===== config.mk =====
export PLATFORM = sky130hd
export DESIGN_NAME = async_mutex_sched
export DESIGN_NICKNAME = d
export VERILOG_FILES = /design/src/rtl/async_lock_pkg.sv /design/src/rtl/sync_nff.sv /design/src/rtl/async_mutex_sched.sv
export SDC_FILE = /design/constraint.sdc
export NUM_CORES = 1
export LEC_CHECK = 0
export CORE_MARGIN = 3
export CORE_UTILIZATION = 55
export DETAILED_ROUTE_END_ITERATION = 7
export GPL_ROUTABILITY_DRIVEN = 0
export PLACE_DENSITY = 0.88
export SLEW_MARGIN = 0
export SYNTH_ARGS = -nofsm -noshare
export SYNTH_HDL_FRONTEND = slang
export SYNTH_SLANG_ARGS = --single-unit

===== constraint.sdc =====
create_clock -name clk -period 4.38 [get_ports clk]
set_clock_uncertainty 0.05 [all_clocks]
set_input_delay 0.438 -clock clk [delete_from_list [all_inputs] [get_ports clk]]
set_output_delay 0.438 -clock clk [all_outputs]
set_load 0.02 [all_outputs]

===== src/rtl/async_lock_pkg.sv =====
// Shared types for the clocked scheduler that fronts a two-input asynchronous mutex.
package async_lock_pkg;

  typedef enum logic [1:0] {
    IDLE = 2'd0,
    REQ  = 2'd1,
    HELD = 2'd2,
    REL  = 2'd3
  } lock_state_t;

  localparam int NUM_CLIENTS = 2;

endpackage


===== src/rtl/sync_nff.sv =====
// N-flop synchroniser for one asynchronous bit, cleared to 0 by reset.
module sync_nff #(
  parameter int STAGES = 2
) (
  input  logic clk,
  input  logic rst_n,
  input  logic d,
  output logic q
);

  (* keep = "true" *) logic [STAGES-1:0] r_sync;

  always_ff @(posedge clk or negedge rst_n) begin
    if (!rst_n) begin
      r_sync <= '0;
    end else begin
      r_sync <= {r_sync[STAGES-2:0], d};
    end
  end

  assign q = r_sync[STAGES-1];

endmodule


===== src/rtl/async_mutex_sched.sv =====
// Two-client four-phase lock scheduler around an unclocked mutex: synchronised grants,
// alternation under contention, hold timeout with revoke/lockout, sticky double-grant error.
module async_mutex_sched
  import async_lock_pkg::*;
#(
  parameter int SYNC_STAGES = 2,
  parameter int HOLD_MAX    = 255
) (
  input  logic       clk,
  input  logic       rst_n,
  input  logic [1:0] cli_req,
  output logic [1:0] cli_gnt,
  output logic [1:0] cli_revoke,
  output logic [1:0] mtx_req,
  input  logic [1:0] mtx_gnt,
  output logic       err
);

  localparam int            CW         = (HOLD_MAX > 0) ? $clog2(HOLD_MAX + 1) : 1;
  localparam logic [CW-1:0] HOLD_MAX_C = CW'(HOLD_MAX);

  logic [NUM_CLIENTS-1:0] w_gs;
  lock_state_t            w_st [NUM_CLIENTS];
  logic                   r_err;

  genvar gi;
  generate
    for (gi = 0; gi < NUM_CLIENTS; gi++) begin : g_client
      localparam int OJ = NUM_CLIENTS - 1 - gi;

      lock_state_t   r_state, w_state_next;
      logic [CW-1:0] r_hold_cnt, w_hold_cnt_next;
      logic          r_gnt, r_mtx, r_rev, r_lockout, r_yield;
      logic          w_gnt_next, w_mtx_next, w_rev_next, w_lockout_next, w_yield_next;
      logic          w_yield, w_timeout, w_other_req;

      sync_nff #(.STAGES(SYNC_STAGES)) u_sync (
        .clk   (clk),
        .rst_n (rst_n),
        .d     (mtx_gnt[gi]),
        .q     (w_gs[gi])
      );

      // Yield is remembered past REL->IDLE so a fast re-request cannot jump the waiter.
      assign w_other_req = (w_st[OJ] == REQ);
      assign w_yield     = r_yield & w_other_req;
      assign w_timeout   = (HOLD_MAX != 0) && (r_state == HELD) &&
                           (r_hold_cnt == HOLD_MAX_C) && cli_req[gi];

      always_ff @(posedge clk or negedge rst_n) begin
        if (!rst_n) begin
          r_state    <= IDLE;
          r_hold_cnt <= '0;
          r_gnt      <= 1'b0;
          r_mtx      <= 1'b0;
          r_rev      <= 1'b0;
          r_lockout  <= 1'b0;
          r_yield    <= 1'b0;
        end else begin
          r_state    <= w_state_next;
          r_hold_cnt <= w_hold_cnt_next;
          r_gnt      <= w_gnt_next;
          r_mtx      <= w_mtx_next;
          r_rev      <= w_rev_next;
          r_lockout  <= w_lockout_next;
          r_yield    <= w_yield_next;
        end
      end

      always_comb begin
        w_state_next = r_state;
        unique case (r_state)
          IDLE: if (cli_req[gi] && !r_lockout && !w_yield) w_state_next = REQ;
          REQ:  if (!cli_req[gi]) w_state_next = REL;
                else if (w_gs[gi]) w_state_next = HELD;
          HELD: if (!cli_req[gi] || w_timeout) w_state_next = REL;
          REL:  if (!w_gs[gi]) w_state_next = IDLE;
        endcase
      end

      // Next values for the registered outputs, so mtx_req/cli_gnt leave straight from flops.
      always_comb begin
        w_mtx_next      = (w_state_next == REQ) || (w_state_next == HELD);
        w_gnt_next      = (w_state_next == HELD);
        w_rev_next      = w_timeout;
        w_lockout_next  = r_lockout;
        if (w_timeout) w_lockout_next = 1'b1;
        else if (!cli_req[gi]) w_lockout_next = 1'b0;
        w_hold_cnt_next = '0;
        if ((r_state == HELD) && (w_state_next == HELD))
          w_hold_cnt_next = (r_hold_cnt == HOLD_MAX_C) ? r_hold_cnt : r_hold_cnt + CW'(1);
        w_yield_next    = r_yield;
        if ((r_state == REL) && w_other_req) w_yield_next = 1'b1;
        else if (!w_other_req) w_yield_next = 1'b0;
      end

      assign w_st[gi]       = r_state;
      assign cli_gnt[gi]    = r_gnt;
      assign mtx_req[gi]    = r_mtx;
      assign cli_revoke[gi] = r_rev;
    end
  endgenerate

  always_ff @(posedge clk or negedge rst_n) begin
    if (!rst_n) begin
      r_err <= 1'b0;
    end else if (&w_gs) begin
      r_err <= 1'b1;
    end
  end

  assign err = r_err;

endmodule


==> impl_metrics.py, run 1 <==
metrics = {
    "outcome": {
        "status": "finished, final reports clean",
    },
    "yosys": {
        "synth_cell_type_count": 39,
        "synth_top_flop_cell": "sky130_fd_sc_hd__dfrtp_1",
        "synth_enable_flop_cells": 0,
        "syn-instance-count": 161,
        "async_flop_share_pct": 100,
        "syn_nets": 171,
        "area_share_of_the_leading_cell_type_in_the_synthesized_netlist_pct": 52.1,
        "post_synthesis_mean_instance_area_um2": 10.4,
        "netlist_area_pre_place_um2": 1680,
        "yosysSeqAreaShare_pct": 52.1,
        "netlist_top_cells_area": "sky130_fd_sc_hd__dfrtp_1, sky130_fd_sc_hd__nor3_1, sky130_fd_sc_hd__buf_4, sky130_fd_sc_hd__ha_1, sky130_fd_sc_hd__a21oi_1",
        "yosys.cell_count.top_type": "sky130_fd_sc_hd__dfrtp_1",
        "synth_largest_area_cell": "sky130_fd_sc_hd__dfrtp_1",
        "synth.top_cells.by_count": "sky130_fd_sc_hd__dfrtp_1, sky130_fd_sc_hd__nor3_1, sky130_fd_sc_hd__inv_1",
        "yosys_register_bits": 35,
        "synthesis.yosys.warnings": 0,
    },
    "setup_path": {
        "crit_type": "reg2reg",
        "setup.worst_path.start_class": "register",
        "critical_path_required_ns": 4.55,
        "crit_family": "compound AO/OA/AOI/OAI gates",
        "setup.worst_path.end_class": "register",
        "critical_path_cell_count": 8,
        "r2r_end": "g_client[1].r_hold_cnt[6]",
        "critical_path.n_buffers_inverters": 0,
        "crit_start": "g_client[1].r_hold_cnt[0]",
        "critical_path.reg2reg.startpoint": "g_client[1].r_hold_cnt[0]",
        "critical_path_peak_fanout": 5,
        "timing.critical_path.mode_cell": "sky130_fd_sc_hd__ha_1",
        "timing.critical_path.slowest_stage_cell": "sky130_fd_sc_hd__dfrtp_1",
        "r2r.worst_path.cells": 8,
        "worst-r2r-setup-slack_ns": 2.05,
        "cp.arrival_ns": 2.50,
        "path_cells": "ha_1 -> and3_1 -> a21oi_1 -> a211o_1 -> ha_1 -> and3b_1 -> o311ai_0 -> o41ai_1",
        "worst_path_largest_cell_delay_ns": 0.43,
    },
    "sta": {
        "achievable-frequency_mhz": 429,
        "fin_crit_ns": 2.33,
        "grt_setup_unrepaired": "no",
        "final_max_slew_viol_count": 0,
        "slew_headroom_pct": 42.5,
        "final_hold_violation_count": 0,
        "worst_pin_slew_ns": 0.860,
        "setup_viol": 0,
        "min_period_over_period_pct": 53.3,
        "setup-tns-final_ns": 0,
    },
    "placed_design": {
        "port-buffer-count": 12,
        "hpwlAfterDp_um": 2400,
    },
    "detailed_routing": {
        "post_detailed_route_wirelength_per_cell_um": 16.5,
        "routed-via-count": 1297,
        "dr.first_iter.drc_count": 47,
        "drt_first_pass_iters": 5,
        "route.detailed.vias_per_inst": 6.45,
        "route.final.wire_length_um": 3320,
        "drc": 0,
        "postRouteAntennaNets": 0,
    },
    "power": {
        "share_seq_of_total_power_pct": 48.2,
        "vdd_ir_drop_max_mv": 0.325,
        "cell_internal_pwr_mw": 0.612,
        "totalPowerFinal_mw": 0.904,
        "leak_pwr_nw": 0.791,
        "combinationalPowerShare_pct": 24.5,
        "cellPowerDensity_nw_per_um2": 489,
        "share_clk_of_total_power_pct": 27.3,
        "switching_share_pct": 32.3,
        "power.net_switching_mw": 0.292,
    },
    "finish": {
        "num-fill-cells": 214,
        "layout.area.seq_um2": 876,
        "diodes": 0,
        "final_stage_net_count": 179,
        "multiInputGateArea_um2": 687,
        "drive_gt1_share_pct": 7.06,
        "area.growth.synth_to_final_pct": 9.97,
    },
    "grt": {
        "grt_start_max_net_pins": 20,
        "grt_util_all_layers_pct": 20.8,
        "antenna_found_initial": 0,
        "global_route_wire_length_before_repair_um": 5600,
        "grt-ovfl-total": 0,
        "vias_in_the_first_global_route": 1239,
    },
    "clocking": {
        "clock_insertion_delay_worst_skew_ns": 0.35,
        "ctsResizeCount": 0,
        "clock_tree_from_tritoncts": "built",
        "clock_sink_count": 35,
        "clock_tree.htree_level_count": 2,
        "clk_root_buffer_cell": "sky130_fd_sc_hd__clkbuf_4",
        "post-cts-setup-buffer-count": 0,
        "clkTransAtPathRegs_ns": 0.10,
        "cts-buffers-inserted": 5,
        "cts_max_path_buffers": 2,
        "ctsHoldBuffers": 0,
    },
    "die": {
        "die_w_um": 61.3,
        "die-area_um2": 3760,
        "design.portCount": 13,
        "std_cell_rows": 19,
        "floorplan.initialDensity_pct": 59.4,
        "core_region_um2": 2830,
        "chipHeight_um": 61.3,
    },
    "run": {
        "timing.max_cap.violations": 0,
    },
    "worst_hold_path": {
        "worstHoldEndpoint": "g_client[0].u_sync.r_sync[1]",
        "cell_depth_of_the_worst_hold_path": 0,
        "worstHoldStart": "g_client[0].u_sync.r_sync[0]",
        "hp-class": "reg2reg",
    },
}
[worst max path at each step]
| stage | endpoint | slack, ns |
|---|---|---|
| after global routing | g_client[0].r_hold_cnt[5] | 1.92 |
| after floorplan | g_client[0].r_hold_cnt[5] | 2.28 |
| after global placement | g_client[1].r_hold_cnt[6] | 2.05 |
| final | g_client[1].r_hold_cnt[6] | 2.05 |
| after CTS | g_client[1].r_hold_cnt[6] | 2.07 |
| after detailed placement | g_client[1].r_hold_cnt[6] | 1.90 |
[power by group through the flow]
stage                     combinational [mW]  clock (mW)  sequential (mW)
after floorplan                        0.206           0            0.398
after global placement                 0.207           0            0.434
after detailed placement               0.221           0            0.441
after CTS                              0.222       0.248            0.434
after global routing                   0.249       0.263            0.442
final                                  0.221       0.247            0.436
[metrics by stage]
stage | std cells | setup WS [ns] | hold WS, ns | util [%] | cell area [µm²]
CTS | 201 | 2.07 | 0.309 | 65.4 | 1850
floorplan | 161 | 2.28 | 0.0924 | - | 1680
finish | 201 | 2.05 | 0.307 | 65.4 | 1850
detailed placement | 193 | 1.90 | 0.285 | 62.3 | 1760
global placement | 193 | 2.05 | 0.284 | 62.3 | 1760
global route | 201 | 1.92 | 0.321 | 65.4 | 1850
[layout make-up]
| type | instances | area share (%) |
|---|---|---|
| flip-flops and latches | 35 | 47.4 |
| multi-input cells | 105 | 37.1 |
| repair buffers | 13 | 6.90 |
| clock buffers | 6 | 2.77 |
| well taps | 31 | 2.10 |
| clock inverters | 2 | 1.89 |
| inverters | 9 | 1.83 |
[cell usage in the layout, fill, tap and decap left out, drive strengths merged, types with 3 or more instances in the layout]
master,netlist,final
a211oi,5,5
a21oi,8,8
a31oi,4,4
and3,3,3
and3b,3,3
clkbuf,1,6
clkdlybuf4s50,0,12
dfrtp,35,35
ha,4,4
inv,9,9
nand2,8,8
nand3,7,7
nand3b,5,5
nand4,5,5
nor2,4,4
nor3,14,14
nor4,4,4
o21ai,8,8
o21bai,3,3
[worst register-to-register path, cell delays in order, from the launching register on]
cell                       delay (ns)
sky130_fd_sc_hd__dfrtp_1         0.43
sky130_fd_sc_hd__ha_1            0.27
sky130_fd_sc_hd__and3_1          0.27
sky130_fd_sc_hd__a21oi_1         0.13
sky130_fd_sc_hd__a211o_1         0.29
sky130_fd_sc_hd__ha_1            0.26
sky130_fd_sc_hd__and3b_1         0.25
sky130_fd_sc_hd__o311ai_0        0.13
sky130_fd_sc_hd__o41ai_1         0.14
[state kept, by name, summed over array words and instances (netlist names)]
name and cells:
g_client.r_mtx 2, g_client.r_hold_cnt 16, g_client.r_lockout 2, g_client.r_state 4, err 1, g_client.r_gnt 2
g_client.r_yield 2, g_client.u_sync.r_sync 4, g_client.r_rev 2
[layer usage]
metal	up-vias	GRT usage (%)	wire [µm]
met2	37	35.3	1720
met3	9	6.50	164
met1	639	24.8	1370
met4	0	7.74	61
li1	612	-	-
met5	-	0	0
[kinds of logic after synthesis]
group / count (synthesis) / synth area share, %
flops: 35 / 52.1
compound gates: 40 / 15.7
simple gates: 61 / 22.2
buf+inv: 21 / 7.07
fa+ha+maj: 4 / 2.98
(Power assumes the default switching activity.)
==> inputs of run 2 (changes only) <==
Clock period 4.38 ns to 2.2 ns, I/O delays scaled along.
==> run 2 against run 1 <==
  * Non-clock buffer count rose by 8
  * Design area grew 4.5%
  * Sequential power up 97%
  * Combinational power grew 120%
  * Register-to-register slack worse by 2.0 ns
  * Worst hold slack worse by 0.10 ns
  * Worst setup slack got worse by 2.0 ns
  * Die area did not move
==> impl_metrics.py, run 2 (synthesis results as in run 1) <==
metrics = {
    "sta": {
        "setup_ws_post_layout_ns": 0.0955,
        "slew_headroom_pct": 72.2,
        "achievable-frequency_mhz": 475,
        "final_max_slew_viol_count": 0,
        "setup_viol": 0,
        "hold_ws_ns": 0.206,
        "worst_pin_slew_ns": 0.418,
        "final_hold_violation_count": 0,
        "setup-tns-final_ns": 0,
        "fin_crit_ns": 2.10,
        "min_period_over_period_pct": 95.7,
    },
    "die": {
        "die_w_um": 61.3,
        "design.portCount": 13,
        "die-area_um2": 3760,
        "chipHeight_um": 61.3,
        "std_cell_rows": 19,
        "core_region_um2": 2830,
        "floorplan.initialDensity_pct": 59.4,
    },
    "placed_design": {
        "placed_cells": 197,
        "port-buffer-count": 12,
        "worst_setup_slack_before_clock_tree_synthesis_ns": -0.0735,
        "dpl-instance-area_um2": 1790,
        "hpwlAfterDp_um": 2360,
    },
    "clocking": {
        "clock_insertion_delay_worst_skew_ns": 0.35,
        "clock_tree.htree_level_count": 2,
        "cts_max_path_buffers": 2,
        "ctsHoldBuffers": 0,
        "clock_tree_from_tritoncts": "built",
        "clk_root_buffer_cell": "sky130_fd_sc_hd__clkbuf_4",
        "cts-buffers-inserted": 5,
        "clock_sink_count": 35,
        "clkTransAtPathRegs_ns": 0.11,
    },
    "finish": {
        "mostFrequentLayoutCell": "sky130_fd_sc_hd__dfrtp_1",
        "area.growth.synth_to_final_pct": 15.0,
        "drive_gt1_share_pct": 18.5,
        "largest_register_ff_count": 16,
        "largestRegisters": "g_client.r_hold_cnt (16), g_client.r_state (4), g_client.u_sync.r_sync (4)",
        "fin_cells": 209,
        "post_route_core_utilization_pct": 68.3,
        "final_stage_net_count": 187,
        "final_instance_area_um2": 1930,
        "diodes": 0,
        "commonest_cells_after_routing_fill_and_taps_aside": "sky130_fd_sc_hd__dfrtp_1, sky130_fd_sc_hd__nor3_1, sky130_fd_sc_hd__clkdlybuf4s50_1, sky130_fd_sc_hd__inv_1, sky130_fd_sc_hd__buf_4",
        "largest-register": "g_client.r_hold_cnt",
    },
    "power": {
        "cellPowerDensity_nw_per_um2": 891,
        "vdd_ir_drop_max_mv": 0.609,
        "totalPowerFinal_mw": 1.72,
        "leak_pwr_nw": 0.802,
    },
    "grt": {
        "grt-busiest-layer": "met2",
        "vias_in_the_first_global_route": 1290,
        "antenna_found_initial": 0,
        "use_met2_pct": 35.8,
        "grt_start_max_net_pins": 36,
        "use_met1_pct": 23.1,
        "grt_util_all_layers_pct": 20.7,
        "grt-ovfl-total": 0,
        "global_route_wire_length_before_repair_um": 5560,
        "groute.layer.met3.usage_pct": 5.87,
    },
    "setup_path": {
        "critical_path_required_ns": 2.43,
        "setup.worst_path.end_class": "register",
        "setup.worst_path.start_class": "register",
        "worst-r2r-setup-slack_ns": 0.1,
        "critical_path_peak_fanout": 7,
        "crit_type": "reg2reg",
        "cp.arrival_ns": 2.33,
    },
    "worst_hold_path": {
        "hp-class": "in2async",
    },
    "detailed_routing": {
        "routed-via-count": 1342,
        "postRouteAntennaNets": 0,
        "route.final.wire_length_um": 3360,
        "post_detailed_route_wirelength_per_cell_um": 16.1,
        "dr.first_iter.drc_count": 66,
        "drc": 0,
        "drt_first_pass_iters": 5,
        "route.detailed.vias_per_inst": 6.42,
    },
    "run": {
        "timing.max_cap.violations": 0,
    },
    "outcome": {
        "status": "finished, final reports clean",
    },
}
[run 2: cell types whose count changed in the layout (fill, tap and decap cells not counted), sizes merged]
cell | previous run | this run
clkbuf | 6 | 5
buf | 1 | 9
clkinv | 1 | 0
inv | 9 | 10
clkinvlp | 0 | 2
bufinv | 1 | 0
[run 2: critical path, cell delays in order, from the launching register on]
cell                       delay, ns
sky130_fd_sc_hd__dfrtp_1        0.42
sky130_fd_sc_hd__ha_2           0.22
sky130_fd_sc_hd__and3_4         0.18
sky130_fd_sc_hd__a211o_1        0.31
sky130_fd_sc_hd__nand3_1        0.09
sky130_fd_sc_hd__ha_2           0.19
sky130_fd_sc_hd__nand3b_1       0.16
sky130_fd_sc_hd__nor4_2         0.26
sky130_fd_sc_hd__o21bai_1       0.15
[run 2: where the power goes]
group / internal, mW / total [mW] / switching [mW] / leakage, nW
registers: 0.743 / 0.860 / 0.116 / 0.455
clock network: 0.128 / 0.365 / 0.238 / 0.0278
logic: 0.245 / 0.497 / 0.252 / 0.319
[run 2: final cells by class]
cell class	count	area, µm²
tap	31	38.8
inverter	9	33.8
timing repair buffer	21	188
sequential	35	877
clock inverter	3	23.8
clock buffer	5	37.5
fill	210	896
multi-input combinational	105	734
[run 2: worst paths after layout]
kind                                         startpoint  depth (start not counted)                           end
max                           g_client[0].r_hold_cnt[0]                          8     g_client[0].r_hold_cnt[5]
min                                               rst_n                          2             g_client[0].r_rev
max reg2reg                   g_client[0].r_hold_cnt[0]                          8     g_client[0].r_hold_cnt[5]
min reg2reg                g_client[0].u_sync.r_sync[0]                          0  g_client[0].u_sync.r_sync[1]
max in group asynchronous                         rst_n                          2        g_client[1].r_state[1]
min in group clk                             mtx_gnt[0]                          1  g_client[0].u_sync.r_sync[0]
[run 2: timing repair]
item | CTS | global route
endpoints found under the setup margin | 1 | 12
buffers inserted | 2 | 2
cloned | 0 | 0
pin swaps | 0 | 0
hold endpoints to repair | 0 | 0
resized for setup | 1 | 12
[run 2: metal layers]
metal / up-vias / wire, µm
met4: 0 / 97
met2: 38 / 1760
met1: 663 / 1360
met5: - / 0
met3: 10 / 145
li1: 631 / -
